## src/rtl/fetch_pc_unit.sv

```systemverilog
// rtl/fetch_pc_unit.sv - fetch PC generation with one-entry redirect buffer and IF/ID register
module fetch_pc_unit #(
    parameter logic [31:0] RESET_PC  = 32'h00000000,
    parameter logic [31:0] NOP_INSTR = 32'h00000013
) (
    input  logic        clk,
    input  logic        rst_n,
    input  logic        StallF,
    input  logic        StallD,
    input  logic        FlushD,
    input  logic        FlushD_BP,
    input  logic        Taken,
    input  logic [31:0] P_PC,
    input  logic        MispredE,
    input  logic [31:0] PCRecoverE,
    input  logic [31:0] InstrF,
    output logic [31:0] PCF,
    output logic [31:0] PCD,
    output logic [31:0] PCPlus4D,
    output logic [31:0] InstrD,
    output logic        ValidD,
    output logic [15:0] MispredCnt,
    output logic [15:0] PredCnt
);

    logic [31:0] pcf_q, pcf_d;
    logic [31:0] pcd_q, pcd_d;
    logic [31:0] pc4d_q, pc4d_d;
    logic [31:0] instrd_q, instrd_d;
    logic        validd_q, validd_d;
    logic        pendv_q, pendv_d;
    logic [31:0] pendpc_q, pendpc_d;
    logic [15:0] mcnt_q, mcnt_d;
    logic [15:0] pcnt_q, pcnt_d;

    logic        pred_req;
    logic        squash_d;
    logic        redirect_applied;
    logic [31:0] pcf_plus4;

    always_comb begin
        pred_req         = Taken & validd_q;
        pcf_plus4        = pcf_q + 32'd4;
        squash_d         = FlushD | FlushD_BP | MispredE | (pred_req & !StallF) | (pendv_q & !StallF);
        redirect_applied = !MispredE && !StallF && (pendv_q || pred_req);

        pcf_d    = pcf_q;
        pendv_d  = pendv_q;
        pendpc_d = pendpc_q;
        pcd_d    = pcd_q;
        pc4d_d   = pc4d_q;
        instrd_d = instrd_q;
        validd_d = validd_q;
        mcnt_d   = mcnt_q;
        pcnt_d   = pcnt_q;

        // A buffered target is older than any new prediction, so it wins.
        if (MispredE) begin
            pcf_d = PCRecoverE;
        end else if (pendv_q && !StallF) begin
            pcf_d = pendpc_q;
        end else if (pred_req && !StallF) begin
            pcf_d = P_PC;
        end else if (!StallF) begin
            pcf_d = pcf_plus4;
        end

        if (MispredE) begin
            pendv_d = 1'b0;
        end else if (pendv_q && !StallF) begin
            pendv_d = 1'b0;
        end else if (pred_req && StallF && !pendv_q) begin
            pendv_d  = 1'b1;
            pendpc_d = P_PC;
        end

        if (squash_d) begin
            instrd_d = NOP_INSTR;
            validd_d = 1'b0;
        end else if (!StallD) begin
            instrd_d = InstrF;
            pcd_d    = pcf_q;
            pc4d_d   = pcf_plus4;
            validd_d = 1'b1;
        end

        if (MispredE && mcnt_q != 16'hFFFF) begin
            mcnt_d = mcnt_q + 16'd1;
        end
        if (redirect_applied && pcnt_q != 16'hFFFF) begin
            pcnt_d = pcnt_q + 16'd1;
        end
    end

    always_ff @(posedge clk) begin
        if (!rst_n) begin
            pcf_q    <= RESET_PC;
            pcd_q    <= 32'd0;
            pc4d_q   <= 32'd0;
            instrd_q <= NOP_INSTR;
            validd_q <= 1'b0;
            pendv_q  <= 1'b0;
            pendpc_q <= 32'd0;
            mcnt_q   <= 16'd0;
            pcnt_q   <= 16'd0;
        end else begin
            pcf_q    <= pcf_d;
            pcd_q    <= pcd_d;
            pc4d_q   <= pc4d_d;
            instrd_q <= instrd_d;
            validd_q <= validd_d;
            pendv_q  <= pendv_d;
            pendpc_q <= pendpc_d;
            mcnt_q   <= mcnt_d;
            pcnt_q   <= pcnt_d;
        end
    end

    assign PCF        = pcf_q;
    assign PCD        = pcd_q;
    assign PCPlus4D   = pc4d_q;
    assign InstrD     = instrd_q;
    assign ValidD     = validd_q;
    assign MispredCnt = mcnt_q;
    assign PredCnt    = pcnt_q;

endmodule

```

## config.mk

```make
export PLATFORM = sky130hd
export DESIGN_NAME = fetch_pc_unit
export DESIGN_NICKNAME = d
export VERILOG_FILES = /design/src/rtl/fetch_pc_unit.sv
export SDC_FILE = /design/constraint.sdc
export NUM_CORES = 1
export LEC_CHECK = 0
export CORE_UTILIZATION = 48
export DETAILED_ROUTE_END_ITERATION = 6
export PLACE_DENSITY = 0.79
export SETUP_SLACK_MARGIN = 0.05
export SYNTH_ARGS = -nofsm -noshare
export SYNTH_HDL_FRONTEND = slang
export SYNTH_SLANG_ARGS = --single-unit
```

## constraint.sdc

```tcl
create_clock -name clk -period 2.3 [get_ports clk]
set_clock_uncertainty 0.15 [all_clocks]
set_input_delay 0.46 -clock clk [delete_from_list [all_inputs] [get_ports clk]]
set_output_delay 0.46 -clock clk [all_outputs]
set_load 0.02 [all_outputs]
```

After elaboration in Yosys (flattened, before gate mapping):

Cells that the tools add are included.

* flip-flop bits (word level): 194
* logic and storage cells: 47

* add/sub/neg operators: 3
* equality and inequality tests: 3
* mux-type cells: 4
* bitwise operators: 12
* reductions and logical operators: 16

Operator list (count)
* $mux 32: 4
* $add 16x1->16 const B: 2
* $add 32x3->32 const B: 1
* $ne 16x16->1 const B: 2
* $logic_and 1x1->1: 8
* $not 1->1: 5
* $ne 4x1->1 const B: 1
* $or 1x1->1: 4
* $and 1x1->1: 3
* $logic_not 1->1: 3
* $reduce_and 3->1: 1
* $reduce_or 3->1: 1
* $reduce_and 2->1: 1
* $reduce_or 2->1: 1
* $logic_or 1x1->1: 1

Longest topological paths before layout:

* depth after elaboration: 6
* depth in mapped cells: 8
* gate-level depth less buffers: 6

Worst setup path before layout:

OpenSTA, ideal clock, no wires.

* path type: register -> register
* from: register pcf_q[5], in the netlist PCF[5]
* to: register pcf_q[17], in the netlist PCF[17]
* arrival time: 1.848 ns
* data required time: 2.029 ns
* path slack: 0.180 ns
* stages on the path, launching flop included: 7
* buffers on the path: 1
* cells stage by stage: dfxtp_1 -> buf_2 -> nand4_2 -> or4_4 -> o211a_1 -> nor3_1 -> nor3_1

* word-level cells in the longest chain between the ends: 5

Ends and longest elaborated chain
* start, declared: RTL line 26 `logic [31:0] pcf_q, pcf_d;`
* start signal, assigned: RTL line 107 `pcf_q <= pcf_d;`
* $add 32x3->32: RTL line 43 `pcf_plus4 = pcf_q + 32'd4;`
* $mux 32: RTL line 64 `end else if (!StallF) begin`
* $mux 32: RTL line 62 `end else if (pred_req && !StallF) begin`
* $mux 32: RTL line 60 `end else if (pendv_q && !StallF) begin`
* $mux 32: RTL line 58 `if (MispredE) begin`

No other way between the ends. The select of a mux whose other input is x is not followed.
A chain may end at the register's enable or synchronous reset.

Worst setup path in the final report:

* from: register pcf_q[31], in the netlist PCF[31]
* to: output PCF[31]

RTL lines
* end, declared: RTL line 17 `output logic [31:0] PCF,`

No word-level cell between the ends.

==> parameters.txt <==
Parameter                              Value

STA
  Minimum period implied by the final worst setup slack    2.22 ns
  Setup repair after global routing missed its margin    no
  Tightest slew margin relative to the limit    65.0%
  Final Hold Slack    0.305 ns
  Max Transition Viols Final    0
  Fin Setup TNS    0 ns
  Worst Tran Pin Value    0.523 ns
  Number of hold violations in the final report    0
  Ratio of final minimum period to clock period    96.7%
  Final setup vio count    0
  Upper clock frequency limit    0.450 GHz

Pwr
  Worst-case vdd ir drop    0.000548 V
  Leakage power total    4.75 nW
  Power per cell area    591 mW/mm²

Global route
  Vias in the first global route    8432
  Wire length of the first global-routing pass    44.4 mm
  Overall track demand over capacity in global routing    30.7%
  Congestion Overflow GR    0
  Maximum number of pins on one net before global-route repair    48
  Number of antenna violations at the first check in global routing    4

Clock network
  Hold-fix buffer count after cts    0
  Post-CTS Repair Setup Buffers    0
  Clock tree from TritonCTS    yes
  Num CTS Buffers    17
  Clock tree root buffer cell    sky130_fd_sc_hd__clkbuf_16
  Clock network latency to the later pin of the worst-skew pair    0.45 ns
  Clock tree buffer depth    2
  # clock sinks    192
  H-tree lvl count    4
  Post-CTS clock slew at the launch and capture registers of the worst setup and hold paths    0.07 ns

Die
  Effective utilization at floorplan    49.0%
  Chip height    138 µm
  Width of the die    138 µm
  Area of the placeable core    0.0180 mm²
  Standard-cell rows    49
  DIE AREA    0.0190 mm²
  Top-Level Pins    265

Routing
  Mean routed wirelength per cell    18.1 µm
  Post-detailed-routing wire length    29.5 mm
  Vias per Instance    5.68
  DRC Markers    0
  Drt initial violations    738
  DRT antenna net count    0
  Vias post-DR    9260
  Router iterations before antenna repair    7

Worst setup path
  Category of the critical setup timing path    reg -> out
  Cell Chain, Critical Path    clkdlybuf4s50_1
  Launch point of the critical path    PCF[31]
  Slowest cell delay on critical path    0.70 ns
  Crit path max-delay family    buffers and inverters
  Worst setup EP type    output port
  Kind of start point of the critical path    register
  Required time of the critical path    1.69 ns
  Worst reg2reg startpoint    PCF[7]
  Count of buffer and inverter cells on the critical path    1
  Critical path peak fanout    4
  Slowest stage cell, crit path    sky130_fd_sc_hd__clkdlybuf4s50_1
  Arrival time reported for the critical path endpoint    1.61 ns
  Register-to-register setup slack    0.12 ns

Cells and area
  Nets    1491
  Fraction of final layout cells sized beyond drive strength 1    11.1%
  Layout overhead on the synthesized area    46.0%

Logic synthesis
  Post-synthesis cell type count    65
  List of most frequent post-synthesis cells    sky130_fd_sc_hd__dfxtp_1 (192), sky130_fd_sc_hd__nand2_1 (176), sky130_fd_sc_hd__a21oi_1 (122)
  Most numerous cell in the Yosys netlist    sky130_fd_sc_hd__dfxtp_1
  Share of synthesized flip-flops with an asynchronous set or reset    0%
  Sequential cell area fraction in the yosys report    43.5%
  Number of flops mapped to enable cells by yosys    0
  Cell taking the most area after synthesis    sky130_fd_sc_hd__dfxtp_1
  YS warnings    0
  Number of cells produced by synthesis    1092
  Synthesized flop and latch total    192
  Cell types with the largest area share after synthesis    sky130_fd_sc_hd__dfxtp_1 (43%), sky130_fd_sc_hd__nand2_1 (7.5%), sky130_fd_sc_hd__a21oi_1 (6.9%)
  Most used flip-flop cell after synthesis    sky130_fd_sc_hd__dfxtp_1
  Netlist area before placement    0.00884 mm²
  Fraction of post-synthesis cell area in the top cell type by area    43.5%
  Post-synth net total    1199
  Post-synthesis average cell area    8.09 µm²

Worst hold path
  Classification of the worst-slack hold path    reg -> reg
  HP Start    PCD[2]

Outcome
  Run status    completed

Placement
  Detailed placer's ending HPWL    21.7 mm
  Port buffer count    264
  Final weighted congestion in routability-driven placement    0.931

Job
  Number of max-cap violations    0
[final timing paths]
path | endpoint | cells past startpoint
max | PCF[31] | 1
min | PCD[2] | 2
max reg2reg | PCF[14] | 5
min reg2reg | PCD[2] | 2
[layout make-up]
class / count / area [µm²]
inverters: 16 / 61.3
multi-input cells: 799 / 4600
well taps: 229 / 287
fillers: 1433 / 5120
repair buffers: 358 / 3470
clock buffers: 20 / 467
diodes: 4 / 10.0
clock inverters: 12 / 146
flip-flops and latches: 192 / 3850
[stage by stage]
| step | util (%) | total power, mW | setup slack [ns] | area, µm² | std cells |
|---|---|---|---|---|---|
| floorplan | - | 4.02 | 0.180 | 8840 | 1092 |
| detailed placement | 67.8 | 4.59 | -0.565 | 12200 | 1593 |
| global placement | 67.8 | 4.58 | -0.511 | 12200 | 1593 |
| CTS | 71.2 | 7.63 | 0.0512 | 12800 | 1625 |
| global route | 71.6 | 7.86 | 0.0522 | 12900 | 1630 |
| finish | 71.6 | 7.62 | 0.0764 | 12900 | 1630 |
[logic make-up after synthesis]
| logic type | share of synthesized area (%) |
|---|---|
| AO/OA/AOI/OAI | 17.7 |
| XOR/XNOR | 4.76 |
| adder cells (fa/ha/maj) | 0.425 |
| buffers and inverters | 4.83 |
| flip-flops | 43.5 |
| multiplexers | 3.96 |
| AND/OR/NAND/NOR | 24.9 |
[metal layers]
layer	part of all wire, %	up-vias	GRT usage, %
met5	0	-	0
met4	2.7	0	12.4
met3	9.0	62	7.47
met2	47	459	49.4
met1	42	4328	39.2
li1	-	4411	-
[tightest hold or removal path: stages, from the launching register on]
cell and delay, ns:
sky130_fd_sc_hd__dfxtp_1 0.31, sky130_fd_sc_hd__nand2_1 0.05, sky130_fd_sc_hd__a21oi_1 0.05
[placed cells by master, fill, tap and decap left out, types with 9 or more instances in the layout]
| cell type | count |
|---|---|
| sky130_fd_sc_hd__nand2b_1 | 10 |
| sky130_fd_sc_hd__xnor2_1 | 31 |
| sky130_fd_sc_hd__o211ai_1 | 9 |
| sky130_fd_sc_hd__xor2_1 | 17 |
| sky130_fd_sc_hd__nor3_1 | 34 |
| sky130_fd_sc_hd__and3_1 | 15 |
| sky130_fd_sc_hd__inv_1 | 15 |
| sky130_fd_sc_hd__nand3_1 | 27 |
| sky130_fd_sc_hd__nand4_1 | 18 |
| sky130_fd_sc_hd__buf_4 | 84 |
| sky130_fd_sc_hd__nor2_1 | 103 |
| sky130_fd_sc_hd__a21oi_1 | 122 |
| sky130_fd_sc_hd__clkbuf_16 | 18 |
| sky130_fd_sc_hd__nand2_1 | 176 |
| sky130_fd_sc_hd__o21ai_0 | 60 |
| sky130_fd_sc_hd__clkdlybuf4s50_1 | 255 |
| sky130_fd_sc_hd__buf_12 | 9 |
| sky130_fd_sc_hd__mux2i_1 | 35 |
| sky130_fd_sc_hd__a211oi_1 | 13 |
| sky130_fd_sc_hd__dfxtp_1 | 187 |
[report_power, final]
group          internal [mW]  total (mW)  switching (mW)
clock network           1.71        3.08            1.36
registers               3.41        3.49          0.0883
logic                  0.519        1.05           0.529
[state kept, by name (all words and copies together) (netlist names)]
register	cells
pendv_q	1
pendpc_q	32
PCF	32
InstrD	32
PredCnt	16
ValidD	1
MispredCnt	16
PCD	32
PCPlus4D	30
[what timing repair did]
| item | in CTS | in global routing |
|---|---|---|
| endpoints found under the setup margin | 45 | 12 |
| resized for setup | 8 | 9 |
| cloned | 0 | 1 |
Power figures use the tool's default switching activity.
